--- src/rtl/matrix_scan.sv ---
// Row/column shift-register LED matrix scanner with BPP-bit binary-code modulation.
// Double-buffered pixel store; front/back exchange only on the frame boundary.
module matrix_scan #(
    parameter int ROWS      = 8,
    parameter int COLS      = 8,
    parameter int BPP       = 2,
    parameter int BASE_TIME = 64
) (
    input  logic                    clk,
    input  logic                    reset,
    input  logic                    wr_en,
    input  logic [$clog2(ROWS)-1:0] wr_row,
    input  logic [$clog2(COLS)-1:0] wr_col,
    input  logic [BPP-1:0]          wr_data,
    input  logic                    swap,
    output logic                    swap_pending,
    output logic                    frame_start,
    output logic                    rclk,
    output logic                    rsdi,
    output logic                    oeb,
    output logic                    csdi,
    output logic                    cclk,
    output logic                    le
);

    localparam int RW   = $clog2(ROWS);
    localparam int CW   = $clog2(COLS);
    localparam int PW   = (BPP > 1) ? $clog2(BPP) : 1;
    localparam int NPIX = 2 * ROWS * COLS;
    localparam int IW   = $clog2(NPIX);
    localparam int DW   = $clog2((BASE_TIME << (BPP - 1)) + 1);

    typedef enum logic [2:0] {ROWSEL_D, ROWSEL_C, SHIFT, LATCH, DISPLAY} state_t;

    state_t                    state;
    logic [RW-1:0]             row;
    logic [CW-1:0]             col;
    logic [PW-1:0]             plane;
    logic                      phase;
    logic [DW-1:0]             disp_cnt;
    logic                      front;
    logic [NPIX-1:0][BPP-1:0]  fb;

    logic          boundary, xchg, wr_buf, wr_ok, last_plane, last_row;
    logic [IW-1:0] wr_idx, rd_idx;
    logic [BPP-1:0] pix;

    // Flat store: buffer index is the most significant part of the pixel address.
    always_comb begin
        boundary   = (state == ROWSEL_D) && (row == '0);
        xchg       = boundary && swap_pending;
        wr_buf     = xchg ? front : ~front;
        wr_ok      = wr_en && (int'(wr_row) < ROWS) && (int'(wr_col) < COLS);
        wr_idx     = IW'((int'(wr_buf) * ROWS + int'(wr_row)) * COLS + int'(wr_col));
        rd_idx     = IW'((int'(front) * ROWS + int'(row)) * COLS + int'(col));
        pix        = fb[rd_idx];
        last_plane = (plane == PW'(BPP - 1));
        last_row   = (row == RW'(ROWS - 1));
    end

    always_ff @(posedge clk or negedge reset) begin
        if (!reset) fb <= '0;
        else if (wr_ok) fb[wr_idx] <= wr_data;
    end

    always_ff @(posedge clk or negedge reset) begin
        if (!reset) begin
            state        <= ROWSEL_D;
            row          <= '0;
            col          <= '0;
            plane        <= '0;
            phase        <= 1'b0;
            disp_cnt     <= '0;
            front        <= 1'b0;
            swap_pending <= 1'b0;
            frame_start  <= 1'b0;
            rclk         <= 1'b0;
            rsdi         <= 1'b0;
            oeb          <= 1'b1;
            csdi         <= 1'b0;
            cclk         <= 1'b0;
            le           <= 1'b0;
        end else begin
            frame_start <= 1'b0;
            rclk        <= 1'b0;
            cclk        <= 1'b0;
            le          <= 1'b0;
            oeb         <= 1'b1;
            csdi        <= 1'b0;

            // A swap seen on the boundary itself only arms the next boundary.
            if (boundary) begin
                if (swap_pending) front <= ~front;
                swap_pending <= swap;
            end else if (swap) begin
                swap_pending <= 1'b1;
            end

            case (state)
                ROWSEL_D: begin
                    rsdi        <= (row == '0);
                    frame_start <= boundary;
                    state       <= ROWSEL_C;
                end
                ROWSEL_C: begin
                    rclk  <= 1'b1;
                    col   <= CW'(COLS - 1);
                    phase <= 1'b0;
                    state <= SHIFT;
                end
                SHIFT: begin
                    if (!phase) begin
                        csdi  <= pix[plane];
                        phase <= 1'b1;
                    end else begin
                        csdi  <= csdi;
                        cclk  <= 1'b1;
                        phase <= 1'b0;
                        if (col == '0) state <= LATCH;
                        else           col   <= col - 1'b1;
                    end
                end
                LATCH: begin
                    le       <= 1'b1;
                    disp_cnt <= DW'((BASE_TIME << plane) - 1);
                    state    <= DISPLAY;
                end
                DISPLAY: begin
                    oeb <= 1'b0;
                    if (disp_cnt == '0) begin
                        if (last_plane) begin
                            plane <= '0;
                            row   <= last_row ? '0 : row + 1'b1;
                            state <= ROWSEL_D;
                        end else begin
                            plane <= plane + 1'b1;
                            col   <= CW'(COLS - 1);
                            phase <= 1'b0;
                            state <= SHIFT;
                        end
                    end else begin
                        disp_cnt <= disp_cnt - 1'b1;
                    end
                end
                default: state <= ROWSEL_D;
            endcase
        end
    end

endmodule

--- config.mk ---
export PLATFORM = sky130hd
export DESIGN_NAME = matrix_scan
export DESIGN_NICKNAME = d
export VERILOG_FILES = /design/src/rtl/matrix_scan.sv
export SDC_FILE = /design/constraint.sdc
export NUM_CORES = 1
export LEC_CHECK = 0
export CELL_PAD_IN_SITES_DETAIL_PLACEMENT = 1
export CELL_PAD_IN_SITES_GLOBAL_PLACEMENT = 1
export CORE_MARGIN = 2
export CORE_UTILIZATION = 49
export CTS_BUF_LIST = sky130_fd_sc_hd__clkbuf_8
export DETAILED_ROUTE_END_ITERATION = 7
export PLACE_DENSITY = 0.84
export SLEW_MARGIN = 15
export SYNTH_ARGS = -nofsm -noshare
export SYNTH_HDL_FRONTEND = slang
export SYNTH_SLANG_ARGS = --single-unit
--- constraint.sdc ---
create_clock -name clk -period 2.65 [get_ports clk]
set_input_delay 0.6625 -clock clk [delete_from_list [all_inputs] [get_ports clk]]
set_output_delay 0.6625 -clock clk [all_outputs]
set_load 0.05 [all_outputs]
After elaboration in Yosys (flattened, before gate mapping)
Cells that the tools add are included.

word-level totals
  bits in writable memories = 0
  output and inout bits = 8
  word-level logic and storage cells = 223
  memory bits (read-only) = 0
  bits in registers = 284
  latch bits = 0
  memories kept = 0

cells by class
  divide/modulo/power cells = 0
  shift operators = 1
  order comparisons = 4
  add/sub/neg operators = 9
  multiplexer cells = 36
  bitwise logic cells = 1
  equality and inequality tests = 12
  multiply operators = 0
  reduce and logical (&&, ||, !) cells = 17

operators with widths
  kind                                                                                  count
  256-bit bitwise mux                                                                   1
  3-bit 2-to-1 mux                                                                      8
  1-bit 2-to-1 mux                                                                      17
  7-bit by 8-bit less-than comparator with 1-bit output (second input constant)         2
  8-bit one-hot mux with 2 select lines                                                 1
  3-bit one-hot mux with 5 select lines                                                 1
  7-bit by 3-bit adder with 7-bit output                                                2
  2-bit binary-select mux with 7-bit select                                             1
  2-bit demux with 7-bit select                                                         1
  2-bit inequality test (second input constant)                                         7
  3-bit logical NOT                                                                     3
  3-bit one-hot mux with 3 select lines                                                 1
  3-bit AND reduction                                                                   3
  4-bit by 3-bit adder with 4-bit output                                                2
  8-bit logical NOT                                                                     1
  8-bit 2-to-1 mux                                                                      1
  7-bit by 1-bit << shifter with 8-bit output (first input constant)                    1
  8-bit by 1-bit subtractor with 8-bit output (second input constant)                   1
  8-bit by 2-bit subtractor with 8-bit output (second input constant)                   1
  7-bit by 1-bit greater-or-equal comparator with 1-bit output (second input constant)  1
  3-bit by 2-bit equality test with 1-bit output (second input constant)                2
  3-bit equality test (second input constant)                                           2
  2-bit 2-to-1 mux                                                                      3
  2-bit AND reduction                                                                   3
  other kinds (11)                                                                      14

Logic depth before layout (Yosys ltp)
  depth after elaboration = 11
  mapped depth = 13
  gate-level depth less buffers = 10

Least setup slack after synthesis
OpenSTA, ideal clock, no wires.

  path kind = reg2reg
  start = register row[1]
  end = register fb[184] (netlist bit)
  period minus slack after synthesis = 2.698 ns
  path slack = -0.048 ns
  arrival time = 2.570 ns
  library setup time = 0.127 ns
  data required time = 2.523 ns
  stages on the path, launching flop included = 12
  buffers on the path = 1
  cells stage by stage = dfrtp_1 -> clkbuf_1 -> clkinv_1 -> ha_1 -> nand3_1 -> inv_2 -> nand2_1 -> xor2_2 -> inv_2 -> nor3_2 -> nand2_1 -> mux2_1

on the way
  word-level cells in the longest chain between the ends = 11
  elaborated cells between the ends (all ways) = 12

RTL lines
  what                                                                                                                                                                line  source
  start: declaration                                                                                                                                                  36    logic [RW-1:0] row;
  start signal: assignment                                                                                                                                            133   row <= last_row ? '0 : row + 1'b1;
  3-bit logical NOT (*)                                                                                                                                               50    boundary = (state == ROWSEL_D) && (row == '0);
  1-bit logical AND (*)                                                                                                                                               50
  1-bit logical AND (*)                                                                                                                                               51    xchg = boundary && swap_pending;
  1-bit 2-to-1 mux (*)                                                                                                                                                52    wr_buf = xchg ? front : ~front;
  4-bit by 3-bit adder with 4-bit output (*)                                                                                                                          54    wr_idx = IW'((int'(wr_buf) * ROWS + int'(wr_row)) * COLS + int'(wr_col));
  7-bit by 3-bit adder with 7-bit output (*)                                                                                                                          54
  7-bit by 8-bit less-than comparator with 1-bit output (implied by the code) / 7-bit by 1-bit greater-or-equal comparator with 1-bit output (equally long branches)  63    else if (wr_ok) fb[wr_idx] <= wr_data;
  1-bit logical AND (implied by the code)                                                                                                                             63
  2-bit 2-to-1 mux (implied by the code)                                                                                                                              63
  2-bit demux with 7-bit select (*)                                                                                                                                   63
  256-bit bitwise mux (*)                                                                                                                                             63
  end signal: indexed assignment                                                                                                                                      63
  end: declaration                                                                                                                                                    42    logic [NPIX-1:0][BPP-1:0] fb;

Every way passes the cells marked *; elsewhere a longest branch is shown, timed or not.
A chain may end at the register's enable or synchronous reset.

Worst setup path after layout
  start = register col[0]
  end = register csdi

on the way
  word-level cells in the longest chain between the ends = 7

RTL lines
  what                                                  line  source
  start: declaration                                    37    logic [CW-1:0] col;
  start signal: assignment                              107   col <= CW'(COLS - 1);
  start signal: assignment                              120   else col <= col - 1'b1;
  start signal: assignment                              137   col <= CW'(COLS - 1);
  7-bit by 3-bit adder with 7-bit output                55    rd_idx = IW'((int'(front) * ROWS + int'(row)) * COLS + int'(col));
  2-bit binary-select mux with 7-bit select             56    pix = fb[rd_idx];
  2-bit 2-to-1 mux (implied by the code)                56
  1-bit 2-to-1 mux (implied by the code) (2 in series)  113   csdi <= pix[plane];
  1-bit 2-to-1 mux                                      112   if (!phase) begin
  1-bit 2-to-1 mux                                      99    case (state)
  end signal: assignment                                113
  end signal: assignment                                116   csdi <= csdi;
  end: declaration                                      21    output logic csdi,

Every way passes these cells. The select of a mux whose other input is x is not followed.

==> run_results.csv <==
group,metric,value,unit
run_status,outcome,"complete, no violations",
routing,routed_wl,39.6,mm
placed_design,place_hpwl,24.6,mm
logic_synthesis,synth.avg_cell_area,13.3,um2
global_route,grt_usage,27.8,%
cts,cts_buffers,49,
logic_synthesis,syn_area,13700,um2
logic_synthesis,synthSimpleGateAreaFrac,8.68,%
worst_setup_path,slowest_delay,0.53,ns
worst_setup_path,critPathKind,"flip-flop to flip-flop",
timing,setup_viol,0,
placed_design,place_inst,1439,
logic_synthesis,synth_area_leader_cell,"dfrtp_1",
global_route,grt_pass1_wl,61.1,mm
worst_setup_path,cp.required,3.12,ns
power,p_leak,7.31,nW
cts,cts_tree,"yes",
logic_synthesis,synth_top_family_by_area,"multiplexers",
worst_setup_path,cp_cell_sequence,"buf_12 -> mux4_2 -> mux4_2 -> nor2_1 -> nor2_1 -> or3_1 -> a32oi_1 -> o21ai_1",
cts,cts.sinks,284,
worst_setup_path,crit_slowest_cell,"mux4_2",
cts,clock-root-buffer,"clkbuf_8",
routing,drtIter0Drc,600,
routing,via_per_inst,6.08,
timing,setup_tns,0,ns
logic_synthesis,synth_nets,1048,
logic_synthesis,ys.flop_type,"dfrtp_1",
floorplanning,coreArea,27600,um2
floorplanning,ioPinCount,20,
routing,drc,0,
timing,maxSlewHeadroom,52.7,%
global_route,overflow,0,
logic_synthesis,synthArstFlopShare,100,%
cts,clk_latency,0.59,ns
logic_synthesis,ys_types,58,
logic_synthesis,synth_most_common_cell,"dfrtp_1",
logic_synthesis,synth_xor_area_share,0.504,%
layout,nFillCells,2758,
timing,worstMarginPinSlew,0.710,ns
global_route,grt_max_degree,85,
floorplanning,die_h,171,um
layout,layout.cells.non_filler,1537,
cts,htree_levels,2,
timing,finClkSkew,0.0285,ns
power,peakVddDrop,0.000289,V
logic_synthesis,synth_compound_area_share,2.59,%
cts,cts.path.max_buffers,3,
floorplanning,design.die.area,29200,um2
placed_design,place.port_buffers,19,
floorplanning,rows,61,
layout,drive_above_1_share,42.7,%
logic_synthesis,yosys.area.top_type_share,51.8,%
routing,ant_nets,0,
floorplanning,start_util,49.5,%
logic_synthesis,ys_ff_latch,284,
logic_synthesis,synth_common_cells,"dfrtp_1 (283), mux2_2 (257), nor2_1 (95)",
power,cellPowerDensity,622,nW/um2
layout,syn_to_final_growth,16.3,%
logic_synthesis,synthCells,1029,
timing,timing.fmax,0.389,GHz
timing,fin_crit_sh,97.1,%
cts,clk_pin_slew_worst_paths,0.06,ns
floorplanning,die_w,171,um
logic_synthesis,synth_edf_count,0,
worst_setup_path,worstSetupEndpointType,"flip-flop",
global_route,antenna_found_initial,0,
layout,num-nets-final,1138,
logic_synthesis,synth_top_cells_by_area,"dfrtp_1 (52%), mux2_2 (21%), mux4_2 (8.9%), nor2_1 (2.6%), nand2_1 (2.6%)",
layout,fin_util,57.5,%
logic_synthesis,synthMuxAreaShare,33.1,%
timing,min_period,2.57,ns
timing,finalHoldViolCount,0,
layout,insertedDiodeCount,0,
worst_hold_path,hold_path.class,"input port to async pin",
routing,vias,9349,
global_route,grt_pass1_vias,10197,
routing,wire_per_inst,25.8,um
cts,ctsHoldBuffers,0,
logic_synthesis,yosys_warnings,0,
routing,dr.pass1.iters,5,
logic_synthesis,synth_fa_ha_area_share,0.641,%
timing,maxSlewViolCount,0,
job,maxCapViolCount,0,
worst_setup_path,startpoint_type,"flip-flop",
worst_setup_path,cp.arrival,3.04,ns
placed_design,gp_congestion,0.826,
logic_synthesis,seq_area_frac_synth,52.0,%
worst_setup_path,path_max_fanout,9,
power,finalPower,9.89,mW
## sequential cells by signal, indices dropped and copies added, names as in the netlist, 3 cells and up
| signal | flops |
|---|---|
| row | 3 |
| disp_cnt | 8 |
| state | 3 |
| fb | 256 |
| col | 3 |
## logic make-up (layout without fill, tap and decap cells)
kind of cell,Yosys count,count (layout)
muxes,341,341
DFF,284,284
and+or+nand+nor,263,263
buffers and inverters,75,205
AOI/OAI and AO/OA,52,52
adders and majority gates,7,7
xor gates and xnor gates,7,7
## area by class of cell
type	instances	area, um2	area share, %
clock buffers	68	936	5.89
clock inverters	23	97.6	0.614
inverters	14	53.8	0.338
multi-input cells	670	6260	39.4
flip-flops and latches	284	7120	44.8
well taps	378	473	2.97
repair buffers	100	965	6.07
## cell usage in the layout (no fill, tap or decap), types with 3 or more instances in the layout
cell / count
dfrtp_1: 281
nor3_1: 12
nand2b_1: 7
nor2b_1: 14
mux4_2: 56
buf_4: 70
ha_1: 7
nand3_1: 12
nor2_2: 4
inv_1: 25
and3_1: 4
nand2_1: 92
or3_1: 4
clkinv_2: 7
xnor2_1: 3
mux2i_1: 21
o21ai_0: 10
a21o_1: 3
clkbuf_8: 68
mux4_1: 5
nor3_2: 3
nor2_1: 91
a31oi_1: 3
o221ai_1: 5
nand4_1: 3
a21oi_1: 10
clkdlybuf4s50_1: 16
xor2_1: 3
mux2_2: 257
buf_12: 10
## stage by stage
| step | instance area (um2) | hold WS [ns] | setup slack [ns] |
|---|---|---|---|
| 2_1_floorplan | 13700 | 0.367 | 0.0647 |
| 3_3_place_gp | 14700 | 0.470 | 0.0253 |
| 3_5_place_dp | 14700 | 0.489 | -0.0751 |
| 4_1_cts | 15800 | 0.105 | -0.0110 |
| 5_1_grt | 15900 | 0.121 | -0.00472 |
| 6_report | 15900 | 0.0875 | 0.0765 |
## worst max-delay path: cells and delay by family, from the launching register on
kind	cells	cell delay, ns
AOI/OAI and AO/OA	2	0.27
DFF	1	0.47
and+or+nand+nor	3	0.51
buffers and inverters	1	0.15
muxes	2	1.04
## where the power goes
part | total (mW) | leakage [nW] | internal (mW) | switching, mW
Clock | 4.18 | 0.598 | 2.27 | 1.91
Combinational | 0.860 | 2.87 | 0.436 | 0.424
Sequential | 4.85 | 3.84 | 4.66 | 0.193
Total | 9.89 | 7.31 | 7.37 | 2.52
## routing by layer
metal	vias to the layer above	share of wire (%)	track usage, %
met2	292	51	46.0
met1	5043	41	35.9
met3	97	5.3	5.32
met4	0	3.2	11.7
met5	-	0	0
li1	3917	-	-
## what timing repair did
item	4_1_cts	5_1_grt
endpoints found under the setup margin	33	125
pin swaps	1	1
setup buffers	3	3
gates resized for setup	5	10
cloned	0	1
## path summary, 6_finish.rpt
check / from / slack, ns / cells after the start / end
max: col[0] / 0.08 / 8 / csdi
min: reset / 0.09 / 1 / disp_cnt[5]
max reg2reg: col[0] / 0.08 / 8 / csdi
min reg2reg: fb[224] / 0.50 / 1 / fb[224]
max in group asynchronous: reset / 1.77 / 2 / col[1]
min in group clk: fb[224] / 0.50 / 1 / fb[224]
Note: power is estimated with default switching activity, not from simulation.
